**src/rtl/sprite_plot_sink_pkg.sv**
```systemverilog
// Shared constants, state encoding and address helper for the sprite plot sink.
package sprite_plot_sink_pkg;

  localparam int SCR_W_DEF      = 160;
  localparam int SCR_H_DEF      = 120;
  localparam int FIFO_DEPTH_DEF = 4;
  localparam int COLOR_W_DEF    = 9;
  localparam int FB_ADDR_W      = 15;
  localparam int X_W            = 8;
  localparam int Y_W            = 7;

  // 3R3G3B magenta reserved by the sprite drawer as "no pixel".
  localparam logic [COLOR_W_DEF-1:0] TRANSPARENT = 9'b111000111;

  typedef enum logic [1:0] {
    ST_IDLE  = 2'd0,
    ST_DRAIN = 2'd1,
    ST_CLEAR = 2'd2
  } state_e;

  // Linear framebuffer address Y*scr_w + X; fits FB_ADDR_W for on-screen pixels.
  function automatic logic [FB_ADDR_W-1:0] lin_addr(input logic [X_W-1:0] x,
                                                    input logic [Y_W-1:0] y,
                                                    input int scr_w);
    return FB_ADDR_W'(32'(y) * 32'(scr_w) + 32'(x));
  endfunction

endpackage

```
**src/rtl/sprite_plot_sink_fifo.sv**
```systemverilog
// Synchronous FIFO holding pending plot requests {X, Y, Color}.
module plot_fifo #(
  parameter int W     = 24,
  parameter int DEPTH = 4
) (
  input  logic         clk,
  input  logic         rst,
  input  logic         push,
  input  logic         pop,
  input  logic [W-1:0] din,
  output logic [W-1:0] dout,
  output logic         full,
  output logic         empty
);
  localparam int AW = $clog2(DEPTH);

  logic [W-1:0] mem [DEPTH];
  logic [AW:0]  wr_ptr;
  logic [AW:0]  rd_ptr;
  logic         do_push;
  logic         do_pop;

  // A full FIFO may still accept a push when it pops in the same cycle.
  assign do_pop  = pop & ~empty;
  assign do_push = push & (~full | do_pop);
  assign empty   = (wr_ptr == rd_ptr);
  assign full    = (wr_ptr[AW] != rd_ptr[AW]) && (wr_ptr[AW-1:0] == rd_ptr[AW-1:0]);
  assign dout    = mem[rd_ptr[AW-1:0]];

  // Pointer update; extra MSB distinguishes full from empty.
  always_ff @(posedge clk) begin
    if (rst) begin
      wr_ptr <= '0;
      rd_ptr <= '0;
    end else begin
      if (do_push) wr_ptr <= wr_ptr + 1'b1;
      if (do_pop)  rd_ptr <= rd_ptr + 1'b1;
    end
  end

  // Storage write, no reset needed on the data array.
  always_ff @(posedge clk) begin
    if (do_push) mem[wr_ptr[AW-1:0]] <= din;
  end

endmodule

```
**src/rtl/sprite_plot_sink.sv**
```systemverilog
// Receives sprite plot requests, writes them to the framebuffer and runs the
// clear-screen engine.
//
// Handshake: a plot is transferred in every cycle where Plot and Ready are both
// high at the rising edge; Ready never depends on Plot. Plot while Ready is low
// is dropped and counted, never held off.
module sprite_plot_sink
  import sprite_plot_sink_pkg::*;
#(
  parameter int SCR_W      = SCR_W_DEF,
  parameter int SCR_H      = SCR_H_DEF,
  parameter int FIFO_DEPTH = FIFO_DEPTH_DEF,
  parameter int COLOR_W    = COLOR_W_DEF
) (
  input  logic                 Clock,
  input  logic                 Reset,
  input  logic [X_W-1:0]       X,
  input  logic [Y_W-1:0]       Y,
  input  logic [COLOR_W-1:0]   Color,
  input  logic                 Plot,
  output logic                 Ready,
  input  logic                 ClearReq,
  input  logic [COLOR_W-1:0]   ClearColor,
  output logic                 ClearDone,
  output logic [FB_ADDR_W-1:0] FbAddr,
  output logic [COLOR_W-1:0]   FbData,
  output logic                 FbWe,
  output logic [7:0]           DropCount,
  output logic [1:0]           DbgState
);
  localparam int ENT_W = X_W + Y_W + COLOR_W;
  localparam logic [FB_ADDR_W-1:0] LAST_ADDR = FB_ADDR_W'(SCR_W * SCR_H - 1);

  state_e                 state, state_next;
  logic                   fifo_full, fifo_empty, fifo_push, fifo_pop;
  logic [ENT_W-1:0]       in_ent, fifo_dout, src_ent;
  logic                   accept, in_range, push_req, draining, src_valid, clearing;
  logic                   drop_inc;
  logic [FB_ADDR_W-1:0]   clr_addr, addr_q;
  logic [COLOR_W-1:0]     clr_color, data_q;
  logic                   we_q;

  assign Ready    = (state == ST_IDLE) & ~fifo_full & ~Reset;
  assign accept   = Plot & Ready;
  assign in_range = (32'(X) < SCR_W) && (32'(Y) < SCR_H);
  assign push_req = accept & in_range;
  assign drop_inc = (Plot & ~Ready) | (accept & ~in_range);
  assign in_ent   = {X, Y, Color};

  // A request arriving at an empty FIFO bypasses it so the write lands the next
  // cycle; otherwise the oldest queued entry is issued first to keep order.
  assign draining  = (state == ST_IDLE) | (state == ST_DRAIN);
  assign fifo_pop  = draining & ~fifo_empty;
  assign fifo_push = push_req & ~fifo_empty;
  assign src_valid = draining & (~fifo_empty | push_req);
  assign src_ent   = fifo_empty ? in_ent : fifo_dout;

  plot_fifo #(.W(ENT_W), .DEPTH(FIFO_DEPTH)) u_fifo (
    .clk   (Clock),
    .rst   (Reset),
    .push  (fifo_push),
    .pop   (fifo_pop),
    .din   (in_ent),
    .dout  (fifo_dout),
    .full  (fifo_full),
    .empty (fifo_empty)
  );

  // State register.
  always_ff @(posedge Clock) begin
    if (Reset) state <= ST_IDLE;
    else       state <= state_next;
  end

  // Next-state: drain queued plots before starting the fill.
  always_comb begin
    state_next = state;
    case (state)
      ST_IDLE:  if (ClearReq) state_next = ST_DRAIN;
      ST_DRAIN: if (fifo_empty) state_next = ST_CLEAR;
      ST_CLEAR: if (clr_addr == LAST_ADDR) state_next = ST_IDLE;
      default:  state_next = ST_IDLE;
    endcase
  end

  // Clear colour capture and fill address counter.
  always_ff @(posedge Clock) begin
    if (Reset) begin
      clr_addr  <= '0;
      clr_color <= '0;
    end else begin
      if (state == ST_IDLE && ClearReq) clr_color <= ClearColor;
      if (state == ST_CLEAR) clr_addr <= clr_addr + FB_ADDR_W'(1);
      else                   clr_addr <= '0;
    end
  end

  // Registered plot write port.
  always_ff @(posedge Clock) begin
    if (Reset) begin
      we_q   <= 1'b0;
      addr_q <= '0;
      data_q <= '0;
    end else if (src_valid) begin
      we_q   <= 1'b1;
      addr_q <= lin_addr(src_ent[ENT_W-1 -: X_W], src_ent[COLOR_W+Y_W-1 -: Y_W], SCR_W);
      data_q <= src_ent[COLOR_W-1:0];
    end else begin
      we_q   <= 1'b0;
    end
  end

  // Saturating count of discarded plots.
  always_ff @(posedge Clock) begin
    if (Reset)                             DropCount <= '0;
    else if (drop_inc && DropCount != 8'hFF) DropCount <= DropCount + 8'd1;
  end

  // Plot writes and fill writes never overlap: no plot is issued while clearing.
  assign clearing  = (state == ST_CLEAR);
  assign FbWe      = we_q | clearing;
  assign FbAddr    = clearing ? clr_addr  : addr_q;
  assign FbData    = clearing ? clr_color : data_q;
  assign ClearDone = clearing & (clr_addr == LAST_ADDR);
  assign DbgState  = state;

endmodule

```
**config.mk**
```make
export PLATFORM = sky130hd
export DESIGN_NAME = sprite_plot_sink
export DESIGN_NICKNAME = d
export VERILOG_FILES = /design/src/rtl/sprite_plot_sink_pkg.sv /design/src/rtl/sprite_plot_sink_fifo.sv /design/src/rtl/sprite_plot_sink.sv
export SDC_FILE = /design/constraint.sdc
export NUM_CORES = 1
export LEC_CHECK = 0
export CAP_MARGIN = 20
export CELL_PAD_IN_SITES_DETAIL_PLACEMENT = 2
export CELL_PAD_IN_SITES_GLOBAL_PLACEMENT = 2
export CORE_ASPECT_RATIO = 0.75
export CORE_MARGIN = 2
export CORE_UTILIZATION = 28
export DETAILED_ROUTE_END_ITERATION = 7
export PLACE_DENSITY = 0.63
export RECOVER_POWER = 100
export SETUP_SLACK_MARGIN = 0.4
export SLEW_MARGIN = 40
export SYNTH_ARGS = -nofsm -noshare
export SYNTH_HDL_FRONTEND = slang
export SYNTH_SLANG_ARGS = --single-unit
```
**constraint.sdc**
```tcl
create_clock -name Clock -period 5.3 [get_ports Clock]
set_clock_uncertainty 0.15 [all_clocks]
set_input_delay 1.59 -clock Clock [delete_from_list [all_inputs] [get_ports Clock]]
set_output_delay 1.59 -clock Clock [all_outputs]
set_load 0.05 [all_outputs]
```
==> flow_summary.ini <==
[worst_setup_path]
cp.depth = 11
cp_cell_sequence = dlygate4sd3_1, mux2_2, ha_1, ha_1, inv_1, fa_1, xnor2_1, or3b_2, nor4b_2, or3b_1, o311ai_1
cp_slowest_cell = dlygate4sd3_1
max_stage_delay_ns = 0.64
required_ns = 5.35
path_max_fanout = 6
startpoint_type = input pin
cp_top_family = simple AND/OR/NAND/NOR gates
critical_path_arrival_ns = 4.94
path_buf_inv = 2
crit_top_cell = ha_1
endpoint_kind = flop
r2r_cells = 11
startpoint = Y[3]
criticalPathCategory = in -> reg

[sta]
post-route-period-util_pct = 92.19
max_freq_mhz = 204.7
slew_viol_final = 53
setup_viol = 0
fin_tns_setup_ns = 0
relSlewSlack_pct = -70.80
timing.final.crit_period_ns = 4.886
final_hold_viol_count = 0
worst_pin_slew_ns = 2.562
grt_setup_unrepaired = false

[pwr]
peakVddDrop_uv = 222.2
p_per_area_mw_per_mm2 = 424.4
switching_share_pct = 32.82
switchingPower_uw = 1227
combinationalPowerShare_pct = 27.8
intPower_uw = 2511
p_leak_uw = 0.003090
clkPwrFrac_pct = 32.7
seq_power_share_pct = 39.5

[clock_network]
clkLatencyLatePin_ns = 0.43
ctsHoldBuffers = 0
postCtsSetupBuffers = 0
clock-root-buffer = clkbuf_16
h-tree-depth = 4
post_cts_resized = 0
cts_tree = done
cts_buffer_depth = 2
numCtsBuffers = 17
cts.clk_slew.worst_paths_ns = 0.06
cts.sinks = 163

[global_route]
top_usage_layer = met2
grtUsageMet1_pct = 19.90
track_usage_pct = 15.17
grt.met3_usage_pct = 3.082
grt_pass1_vias = 5168
grt_first_pass_wirelength_um = 30510
grt_util_met2_pct = 25.64
globalRouteOverflowTotal = 0
grt_max_degree = 53
antenna_found_initial = 3

[die]
start_util_pct = 28.52
core_area_mm2 = 0.02502
die_x_um = 188.3
num_io_pins = 74
rows = 50
die-area_mm2 = 0.02679
die_h_um = 142.3

[synthesis]
ys_ff_latch = 163
muxShareOfSynthArea_pct = 13.34
synth_cells = 546
syn_nets = 605
synth_xor_xnor_area_share_pct = 4.629
synth_top_family_by_area = multiplexers
synth.area.top_cells = edfxtp_1, dfxtp_1, mux4_2, mux2_2, ha_1
synth_top_area_share_pct = 40.40
synthAdderAreaFrac_pct = 4.068
yosys.area.top_type = edfxtp_1
synthFlopType = edfxtp_1
ys_types = 53
synth.most_common_cell = edfxtp_1
synth_area_mm2 = 0.007136
postSynthAreaPerCell_um2 = 13.07
synth-compound-area-share_pct = 5.295
synthSimpleGateAreaFrac_pct = 10.99
ys_warn_count = 0
yosysSeqAreaShare_pct = 59.20
synthArstFlopShare_pct = 0
synth_common_cells = edfxtp_1, dfxtp_1, nand2_1
synth_edf_count = 96

[min_path]
hold_path.class = reg -> reg
hp-start = clr_color[8]$_SDFFE_PP0P_
hold_path_depth = 2

[detailed_routing]
drtIter0Drc = 240
drc_errors = 0
viasPerCell = 4.756
firstDrtPassIters = 4
ant_nets = 0
via_count = 4647
routed_wl_um = 19420
routedWlPerCell_um = 19.87

[cells_and_area]
layout-drive-gt1-share_pct = 16.35
multiInputGateArea_mm2 = 0.002724
seq_area_mm2 = 0.004225
nFillCells = 2600
nets = 682
area_growth_pct = 23.43
final_cells = 977

[status]
status = finished with violations
violations = max-capacitance violations, max-slew violations

[place]
port_buffers = 73
hpwl_um = 13640
post-place-cells = 942
place_congestion = 0.7248

[job]
maxCapViolations = 1
cell type report:
| class | instances | area share (%) |
|---|---|---|
| well taps | 338 | 4.802 |
| inverters | 13 | 0.5541 |
| flip-flops and latches | 163 | 47.98 |
| clock inverters | 11 | 1.449 |
| clock buffers | 21 | 5.001 |
| diodes | 3 | 0.08524 |
| repair buffers | 86 | 9.206 |
| multi-input cells | 342 | 30.93 |
power by group through the flow:
stage / Combinational (uW) / Clock [uW] / Sequential, uW
finish: 1040 / 1220 / 1470
global route: 1130 / 1310 / 1490
CTS: 1080 / 1260 / 1480
detailed placement: 1080 / 0 / 1510
global placement: 1050 / 0 / 1500
floorplan: 740 / 0 / 1480
path summary, 6_finish.rpt:
path                                     to  slack, ns
setup / recovery    addr_q[13]$_SDFFE_PP0P_       0.41
hold / removal    clr_color[8]$_SDFFE_PP0P_       0.32
setup reg to reg    addr_q[13]$_SDFFE_PP0P_       0.96
hold reg to reg   clr_color[8]$_SDFFE_PP0P_       0.32
worst min-delay path, cell delays in order, from the launching register on:
cell,delay [ns]
dfxtp_1,0.31
nand2_1,0.06
a21oi_1,0.05
logic make-up (layout without fill, tap and decap cells):
family,after synthesis,in the layout
AO/OA/AOI/OAI,52,52
XOR/XNOR,36,36
adder cells (fa/ha/maj),22,22
buffers and inverters,41,131
flip-flops,163,163
multiplexers,61,61
other,0,3
AND/OR/NAND/NOR,171,171
state kept, by name, summed over array words and instances (netlist names), named ones only:
signal and cells:
DbgState 2, u_fifo.mem 96, u_fifo.rd_ptr 3, clr_addr 15
we_q 1, DropCount 8, addr_q 15, u_fifo.wr_ptr 3
data_q 9, clr_color 9
cell usage in the layout (no fill, tap or decap), drive strengths merged, types with 6 or more instances in the layout:
cell type	synthesis	final
inv	12	15
nor2	58	58
nand2	63	63
edfxtp	96	96
ha	20	20
mux2	30	30
and2	6	6
mux2i	7	7
buf	11	7
o21ai	8	8
a21oi	13	13
nand4	6	6
dlygate4sd3	0	60
nand3	11	11
a311oi	14	14
clkdlybuf4s50	0	11
mux4	24	24
and3	8	8
clkbuf	17	29
xor2	21	21
xnor2	15	15
dfxtp	67	67
stage by stage:
stage / utilization, % / hold slack (ns) / power (uW) / worst slack (ns) / cell area, um^2
global route: 35.20 / 0.3396 / 3928 / 0.2463 / 8807
floorplan: - / 0.2829 / 2220 / 1.022 / 7136
CTS: 35.50 / 0.3134 / 3819 / 0.4849 / 8885
detailed placement: 33.24 / 0.3037 / 2582 / 0.03951 / 8317
finish: 35.20 / 0.3170 / 3738 / 0.4137 / 8807
global placement: 33.24 / 0.2930 / 2552 / 0.2800 / 8317
layer usage:
metal | share of wire [%] | wire length [um] | vias to the layer above
met2 | 50 | 9751 | 55
met3 | 2.3 | 441 | 12
met1 | 47 | 9059 | 2420
li1 | - | - | 2160
met4 | 0.84 | 164 | 0
met5 | 0 | 0 | -
Power figures use the tool's default switching activity.
